===== config.mk =====
export PLATFORM = sky130hd
export DESIGN_NAME = regfile_write_arbiter
export DESIGN_NICKNAME = d
export VERILOG_FILES = /design/src/rtl/regfile_write_arbiter.sv
export SDC_FILE = /design/constraint.sdc
export NUM_CORES = 1
export LEC_CHECK = 0
export CELL_PAD_IN_SITES_DETAIL_PLACEMENT = 1
export CELL_PAD_IN_SITES_GLOBAL_PLACEMENT = 2
export CORE_ASPECT_RATIO = 0.8
export CORE_MARGIN = 2
export CORE_UTILIZATION = 22
export CTS_CLUSTER_SIZE = 30
export DETAILED_ROUTE_END_ITERATION = 12
export PLACE_DENSITY = 0.8
export SETUP_SLACK_MARGIN = 0.05
export SLEW_MARGIN = 20
export SYNTH_ARGS = -nofsm -noshare
export SYNTH_HDL_FRONTEND = slang
export SYNTH_SLANG_ARGS = --single-unit
export TNS_END_PERCENT = 10

===== constraint.sdc =====
create_clock -name clk -period 2.61 [get_ports clk]
set_clock_uncertainty 0.05 [all_clocks]
set_input_delay 0.261 -clock clk [delete_from_list [all_inputs] [get_ports clk]]
set_output_delay 0.261 -clock clk [all_outputs]
set_load 0.1 [all_outputs]

===== src/rtl/regfile_write_arbiter.sv =====
// regfile_write_arbiter: shares the register-file write port between two requesters using
// sticky priority bounded by MAX_BURST. The write and the forwarding outputs are registered.
module regfile_write_arbiter #(
    parameter int ADDR_W    = 5,
    parameter int DATA_W    = 32,
    parameter int MAX_BURST = 4
) (
    input  logic              clk,
    input  logic              rst_n,
    input  logic              req0_valid,
    input  logic [ADDR_W-1:0] req0_addr,
    input  logic [DATA_W-1:0] req0_data,
    output logic              req0_ready,
    input  logic              req1_valid,
    input  logic [ADDR_W-1:0] req1_addr,
    input  logic [DATA_W-1:0] req1_data,
    output logic              req1_ready,
    output logic              wr_en,
    output logic [ADDR_W-1:0] wr_addr,
    output logic [DATA_W-1:0] wr_data,
    output logic              pend_valid,
    output logic [ADDR_W-1:0] pend_addr
);
    localparam logic [3:0] MAX_B = 4'(MAX_BURST);
    logic              last_grant_q, last_grant_d;
    logic [3:0]        burst_cnt_q, burst_cnt_d;
    logic              wr_en_q, wr_en_d;
    logic [ADDR_W-1:0] wr_addr_q, wr_addr_d;
    logic [DATA_W-1:0] wr_data_q, wr_data_d;
    logic              sel, gnt0, gnt1, xfer;
    logic [ADDR_W-1:0] win_addr;
    logic [DATA_W-1:0] win_data;

    // sel is the requester that wins under contention; it flips once the burst is exhausted
    always_comb begin
        sel          = (burst_cnt_q < MAX_B) ? last_grant_q : ~last_grant_q;
        gnt0         = rst_n & req0_valid & (~req1_valid | ~sel);
        gnt1         = rst_n & req1_valid & (~req0_valid | sel);
        xfer         = gnt0 | gnt1;
        win_addr     = gnt1 ? req1_addr : req0_addr;
        win_data     = gnt1 ? req1_data : req0_data;
        last_grant_d = xfer ? gnt1 : last_grant_q;
        burst_cnt_d  = !xfer ? burst_cnt_q :
                       (gnt1 != last_grant_q) ? 4'd1 :
                       (burst_cnt_q < MAX_B) ? burst_cnt_q + 4'd1 : MAX_B;
        wr_en_d      = xfer && (win_addr != '0);
        wr_addr_d    = wr_en_d ? win_addr : wr_addr_q;
        wr_data_d    = wr_en_d ? win_data : wr_data_q;
    end

    always_ff @(posedge clk or negedge rst_n) begin
        if (!rst_n) begin
            last_grant_q <= 1'b0;
            burst_cnt_q  <= '0;
            wr_en_q      <= 1'b0;
            wr_addr_q    <= '0;
            wr_data_q    <= '0;
        end else begin
            last_grant_q <= last_grant_d;
            burst_cnt_q  <= burst_cnt_d;
            wr_en_q      <= wr_en_d;
            wr_addr_q    <= wr_addr_d;
            wr_data_q    <= wr_data_d;
        end
    end

    assign req0_ready = gnt0;
    assign req1_ready = gnt1;
    assign wr_en      = wr_en_q;
    assign wr_addr    = wr_addr_q;
    assign wr_data    = wr_data_q;
    assign pend_valid = wr_en_q;
    assign pend_addr  = wr_addr_q;
endmodule


==> results of run 1 <==
[state kept, by name (all words and copies together) (netlist names)]
register,flops
pend_valid,1
last_grant_q,1
wr_data,32
pend_addr,5
burst_cnt_q,4
[path summary, 6_finish.rpt]
path / end / slack (ns) / cells after the start
max: req1_ready / 0.23 / 5
min: wr_data[0] / 0.46 / 1
max reg2reg: wr_data[13] / 0.31 / 5
min reg2reg: wr_data[0] / 0.46 / 1
max in group asynchronous: wr_data[14] / 1.72 / 3
min in group asynchronous: wr_data[30] / 0.47 / 3
[cell usage after synthesis, types with 2 or more instances]
library cell / n
mux2_4: 28
nand2_1: 2
dfrtp_1: 43
buf_6: 3
a31oi_1: 2
buf_4: 6
mux2_2: 43
inv_1: 2
and2_1: 2
o21ai_0: 3
or4_1: 2
buf_2: 5
nor2_1: 4
[worst register-to-register path, stage by stage, from the launching register on]
cell and delay (ns):
dfrtp_1 0.46, or4b_4 0.58, o2111ai_4 0.16, buf_12 0.29, mux2_2 0.39, mux2_4 0.26
[final cells by class]
| type | count | area, sq um |
|---|---|---|
| fill | 1125 | 6520 |
| timing repair buffer | 131 | 1240 |
| multi-input combinational | 104 | 1160 |
| sequential | 43 | 1080 |
| tap | 140 | 175 |
| clock buffer | 5 | 125 |
| clock inverter | 3 | 15.0 |
| inverter | 2 | 7.51 |
[kinds of logic after synthesis]
| logic type | after synthesis | share of synthesized area |
|---|---|---|
| XOR/XNOR | 2 | 0.00749 |
| AND/OR/NAND/NOR | 15 | 0.0380 |
| multiplexers | 73 | 0.397 |
| flip-flops | 43 | 0.460 |
| AO/OA/AOI/OAI | 13 | 0.0449 |
| buffers and inverters | 16 | 0.0476 |
| adder cells (fa/ha/maj) | 1 | 0.00535 |
[power breakdown]
part           switching, uW  internal (uW)
Combinational           1860            744
Sequential               150            867
Clock                    261            350
Total                   2270           1960
[placed cells by master, fill, tap and decap left out, types with 2 or more instances in the layout]
cell type        synthesis  layout
clkdlybuf4s50_1          0      76
buf_4                    6      48
mux2_2                  43      43
dfrtp_1                 43      43
mux2_4                  28      28
clkbuf_16                0       5
buf_12                   0       5
nor2_1                   4       4
o21ai_0                  3       3
clkinv_2                 0       3
nand2_1                  2       2
inv_1                    2       2
or4_1                    2       2
a31oi_1                  2       2
and2_1                   2       2
[per-layer routing]
metal | up-vias | GRT usage | wire [um]
met1 | 886 | 0.132 | 2830
met5 | - | 0 | 0
li1 | 839 | - | -
met3 | 7 | 0.0361 | 436
met4 | 0 | 0.0314 | 93
met2 | 73 | 0.190 | 2970
[per-stage QoR]
stage,setup slack (ns),std cells,instance area (sq um),hold slack [ns]
2_1_floorplan,0.160,163,2340,-0.0846
4_1_cts,0.186,428,3800,0.467
5_1_grt,0.0759,428,3800,0.479
3_5_place_dp,0.0503,419,3650,0.227
6_report,0.234,428,3800,0.460
3_3_place_gp,0.101,419,3650,0.228
[repair_timing]
| item | 4_1_cts | 5_1_grt |
|---|---|---|
| endpoints found under the hold margin | 43 | 0 |
| resized for setup | 0 | 0 |
| hold buffers | 1 | 0 |
==> metrics.md, run 1 <==
| Metric | Value |
|---|---|
| Status | `finished, final reports clean` |
| Top post-synthesis cells by area | `dfrtp_1, mux2_2, mux2_4, buf_4, buf_6` |
| Layout Utilization | `0.368` |
| RSZ-0062 raised after global routing | `false` |
| Yosys reg bits | `43` |
| Grt total ovfl | `0` |
| Postcts setup bufs | `0` |
| Pwr Total | `4230 uW` |
| Share of post-route cells with drive strength above 1 | `0.476` |
| Clock latency on the worst-skew pair | `0.28 ns` |
| CP Launch Point | `last_grant_q` |
| Syn_area_per_cell | `14.4 sq um` |
| Syn_nets | `242` |
| Core region area | `10300 sq um` |
| Crit path top cell by count | `buf_12` |
| Largest buffer count on any clock path | `2` |
| Max IR drop VDD | `400 uV` |
| Max-Cap Viols | `0` |
| Number of flops mapped to enable cells by yosys | `0` |
| Synth area leader | `dfrtp_1` |
| Post-Synthesis Cells | `163` |
| Final ANT Viol Nets | `0` |
| Period utilization | `0.910` |
| Post-synth ARST share | `1.00` |
| Worst flop-to-flop path startpoint | `last_grant_q` |
| CP bufs+invs | `3` |
| # setup viols final | `0` |
| Setup TNS | `0 ns` |
| Die Y | `96.2 um` |
| Initial antenna violation count | `0` |
| Worst Tran Pin Value | `0.611 ns` |
| Worst Min Path Start | `wr_data[0]` |
| Gr usage total | `0.110` |
| DRC errors left | `0` |
| Reg clk slew, reported paths | `0.06 ns` |
| YS warnings | `0` |
| Avg WL per Cell | `14.8 um` |
| Pin count of the biggest net entering global routing | `43` |
| Num CTS Buffers | `5` |
| CTS Root Cell | `clkbuf_16` |
| Post-Syn Area | `2340 sq um` |
| Std-Cell Rows | `33` |
| Post-synth top flop | `dfrtp_1` |
| DIE AREA | `11500 sq um` |
| Post-synthesis sequential area ratio | `0.460` |
| Post-DP HPWL | `4860 um` |
| Max Transition Viols Final | `0` |
| CTS Sinks | `43` |
| Max Clk Rate | `421 MHz` |
| WS Path Type | `reg2out` |
| Largest delay share family, worst path | `simple AND/OR/NAND/NOR gates` |
| H-tree depth | `2` |
| Area grow syn2layout | `62.4%` |
| Critical path cell sequence | `or4b_4 -> o2111ai_4 -> buf_12 -> inv_1 -> buf_12` |
| I/O pin count | `124` |
| CTS tree | `built` |
| Min Tclk post-route | `2.38 ns` |
| Initial detailed-routing violation count | `43` |
| Yosys cell types | `31` |
| Slowest-stage cell, CP | `or4b_4` |
| Final wirelength | `6330 um` |
| Input/output buffers | `123` |
| Total iterations of the first detailed-routing run | `4` |
| Worst hold path type | `reg2reg` |
| Worst EP required | `2.30 ns` |
| CP endpoint kind | `output pin` |
| Vias | `1805` |
| Nets | `366` |
| First-pass GRT wire length | `9870 um` |
| CP Launch Type | `flip-flop` |
| Critical-path maximum fanout | `42` |
| Power per cell area | `1110 nW/um^2` |
| Slew margin rel. | `0.588` |
| Leak | `0.00165 uW` |
| Chip width | `119 um` |
| Vias per Instance | `4.22` |
| Largest stage delay, worst path | `0.58 ns` |
| Final hold violation count | `0` |
| ANT cells | `0` |
| Number of global-route vias before repair | `1928` |
| Area share of the largest cell type after synthesis | `0.460` |
| Data arrival, critical path | `2.06 ns` |
| RePlAce Congestion | `0.711` |
| Initial core utilization | `0.227` |
No activity file was read; power rests on OpenSTA's default activity.
==> inputs of run 2 (changes only) <==
ABC_AREA = 1   (was not set)
CAP_MARGIN = 20   (was not set)
CORE_UTILIZATION = 18   (was 22)
PLACE_DENSITY = 0.79   (was 0.8)
SETUP_SLACK_MARGIN = 0.1   (was 0.05)
==> metrics.md, run 2 <==
| Metric | Value |
|---|---|
| Reg area | `1080 sq um (unchanged)` |
| Largest family of logic cells by synthesized area | `simple AND/OR/NAND/NOR gates (was multiplexers)` |
| Initial detailed-routing violation count | `66 (was 43)` |
| Synth top cells by count | `nand2_1, dfrtp_1, nand3_1 (was dfrtp_1, mux2_2, mux2_4)` |
| Multiplexer area fraction after synthesis | `0 (was 0.397)` |
| Vias per Instance | `3.98 (was 4.22)` |
| Period utilization | `0.846 (was 0.910)` |
| R2r setup slk | `0.41 ns (was 0.31 ns)` |
| Yosys cell types | `24 (was 31)` |
| Most frequent cells in the layout | `nand2_1, clkdlybuf4s50_1, buf_4, dfrtp_1, nand3_1 (was clkdlybuf4s50_1, buf_4, mux2_2, dfrtp_1, mux2_4)` |
| Power per cell area | `1250 nW/um^2 (was 1110 nW/um^2)` |
| # setup viols final | `0 (unchanged)` |
| Area share of the largest cell type after synthesis | `0.456 (was 0.460)` |
| Worst flop-to-flop path startpoint | `burst_cnt_q[2] (was last_grant_q)` |
| Worst R2R End | `wr_data[24] (was wr_data[13])` |
| Share of post-route cells with drive strength above 1 | `0.164 (was 0.476)` |
| Gr usage total | `0.121 (was 0.110)` |
| Synth Area in Simple Gates | `0.423 (was 0.0380)` |
| Worst Tran Pin Value | `0.668 ns (was 0.611 ns)` |
| Post-Syn Area | `2360 sq um (was 2340 sq um)` |
| Nets | `529 (was 366)` |
| Leak | `0.00201 uW (was 0.00165 uW)` |
| Worst EP required | `2.30 ns (about the same)` |
| Chip width | `132 um (was 119 um)` |
| Largest buffer count on any clock path | `2 (unchanged)` |
| WS Path Type | `reg2out (unchanged)` |
| CP endpoint kind | `output pin (unchanged)` |
| Most common library cell in the layout ignoring fill and taps | `nand2_1 (was clkdlybuf4s50_1)` |
| Worst r2r path cells | `11 (was 5)` |
| Num CTS Buffers | `5 (unchanged)` |
| Postcts setup bufs | `0 (unchanged)` |
| Critical-path maximum fanout | `20 (was 42)` |
| Synth Area in Compound Gates | `0.0207 (was 0.0449)` |
| I/O pin count | `124 (unchanged)` |
| Data arrival, critical path | `1.90 ns (was 2.06 ns)` |
| Post-synthesis sequential area ratio | `0.456 (was 0.460)` |
| CTS tree | `built (unchanged)` |
| Core region area | `12800 sq um (was 10300 sq um)` |
| Final hold violation count | `0 (unchanged)` |
| Post-Synthesis Cells | `336 (was 163)` |
| Initial antenna violation count | `0 (unchanged)` |
| Number of global-route vias before repair | `2684 (was 1928)` |
| YS warnings | `0 (unchanged)` |
| Top-count cell post-synth | `nand2_1` |
| Final wirelength | `8120 um (was 6330 um)` |
| Setup TNS | `0 ns (unchanged)` |
| Yosys reg bits | `43 (unchanged)` |
| DIE AREA | `14000 sq um (was 11500 sq um)` |
| RePlAce Congestion | `0.743 (was 0.711)` |
| DRC errors left | `0 (unchanged)` |
| Min Tclk post-route | `2.21 ns (was 2.38 ns)` |
| Adder-cell area share of the yosys netlist | `0.00530 (was 0.00535)` |
| First-pass GRT wire length | `13700 um (was 9870 um)` |
| Max-Cap Viols | `0 (unchanged)` |
| Area of the multi-input gates | `1080 sq um (was 1160 sq um)` |
| Syn_nets | `415 (was 242)` |
| Slew margin rel. | `0.554 (was 0.588)` |
| Area grow syn2layout | `60.6% (was 62.4%)` |
| Clock latency on the worst-skew pair | `0.28 ns (about the same)` |
| Final ANT Viol Nets | `0 (unchanged)` |
| Pin count of the biggest net entering global routing | `44 (was 43)` |
| H-tree depth | `2 (unchanged)` |
| ANT cells | `0 (unchanged)` |
| RSZ-0062 raised after global routing | `false (unchanged)` |
| CTS Sinks | `43 (unchanged)` |
| Number of flip-flops in the largest register | `32 (unchanged)` |
| Worst hold path type | `in2async (was reg2reg)` |
| Std-Cell Rows | `37 (was 33)` |
| Post-DP HPWL | `6230 um (was 4860 um)` |
| Max Clk Rate | `453 MHz (was 421 MHz)` |
| Top post-synthesis cells by area | `dfrtp_1, nand2_1, nand3_1, inv_1, buf_4 (was dfrtp_1, mux2_2, mux2_4, buf_4, buf_6)` |
| Post-synth ARST share | `1.00 (unchanged)` |
| Xor and xnor area share after synthesis | `0.00371 (was 0.00749)` |
| Avg WL per Cell | `13.0 um (was 14.8 um)` |
| Grt total ovfl | `0 (unchanged)` |
| Max IR drop VDD | `480 uV (was 400 uV)` |
| Die Y | `106 um (was 96.2 um)` |
| Number of flops mapped to enable cells by yosys | `0 (unchanged)` |
| CP Launch Type | `flip-flop (unchanged)` |
| Syn_area_per_cell | `7.02 sq um (was 14.4 sq um)` |
| Initial core utilization | `0.184 (was 0.227)` |
| Pwr Total | `4720 uW (was 4230 uW)` |
| Fillers | `1553 (was 1125)` |
| Max Transition Viols Final | `0 (unchanged)` |
| CTS Root Cell | `clkbuf_16 (unchanged)` |
| Vias | `2494 (was 1805)` |
| Total iterations of the first detailed-routing run | `4 (unchanged)` |
| Post-synth top flop | `dfrtp_1 (unchanged)` |
| Reg clk slew, reported paths | `0.06 ns (about the same)` |
| Status | `finished, final reports clean (unchanged)` |
| Input/output buffers | `123 (unchanged)` |
| Synth area leader | `dfrtp_1 (unchanged)` |
run 2: cell count changes after synthesis, sizes merged, moves of 3 or more:
cell and change:
nand2 +189, mux2 -71, nand3 +41, inv +17, clkbuf +6, buf +3
run 2: repair_timing:
action / 4_1_cts / 5_1_grt
setup endpoints to repair: 0 / 3
hold buffers: 0 / 0
gates resized for setup: 0 / 1
run 2: worst max-delay path, stage by stage, from the launching register on:
cell and delay (ns):
dfrtp_1 0.44, nor2_1 0.18, nand2_1 0.10, nand3_2 0.15, nand2_4 0.18, inv_2 0.15
buf_4 0.22, buf_12 0.19
run 2: cells by family after synthesis:
| family | after synthesis |
|---|---|
| adder cells (fa/ha/maj) | 1 |
| buffers and inverters | 42 |
| flip-flops | 43 |
| AO/OA/AOI/OAI | 8 |
| AND/OR/NAND/NOR | 241 |
| XOR/XNOR | 1 |
run 2: through the flow:
stage / setup slack [ns] / hold WS, ns / utilization / cells / instance area (sq um)
final: 0.403 / 0.0662 / 0.295 / 626 / 3790
after floorplan: 0.216 / -0.0846 / - / 336 / 2360
after CTS: 0.312 / 0.122 / 0.295 / 626 / 3780
after global routing: 0.116 / 0.133 / 0.295 / 626 / 3790
after global placement: 0.289 / 0.407 / 0.284 / 618 / 3640
after detailed placement: 0.209 / 0.414 / 0.284 / 618 / 3640
run 2: layout make-up:
class | instances | area share
multi-input cells | 251 | 0.285
clock inverters | 3 | 0.00396
well taps | 175 | 0.0578
clock buffers | 5 | 0.0330
inverters | 19 | 0.0188
repair buffers | 130 | 0.317
flip-flops and latches | 43 | 0.284
run 2: worst max-delay path by stage:
stage	from	end	slack [ns]	cells past startpoint
floorplan	burst_cnt_q[2]	wr_data[22]	0.22	10
global placement	req0_valid	wr_data[29]	0.29	11
detailed placement	req0_valid	wr_data[24]	0.21	11
CTS	burst_cnt_q[2]	wr_data[24]	0.31	11
global route	burst_cnt_q[2]	wr_data[5]	0.12	9
finish	burst_cnt_q[2]	req1_ready	0.40	7
run 2: report_power, final:
| part | total (uW) | internal [uW] | switching (uW) |
|---|---|---|---|
| clock | 603 | 349 | 254 |
| sequential | 1080 | 911 | 164 |
| combinational | 3040 | 626 | 2420 |
run 2: per-layer routing:
layer  vias to the layer above  global-route usage  share of wire
met1                      1150               0.148           0.46
met5                         -                   0              0
met2                        80               0.212           0.46
met4                         0              0.0210         0.0058
li1                       1257                   -              -
met3                         7              0.0353          0.069
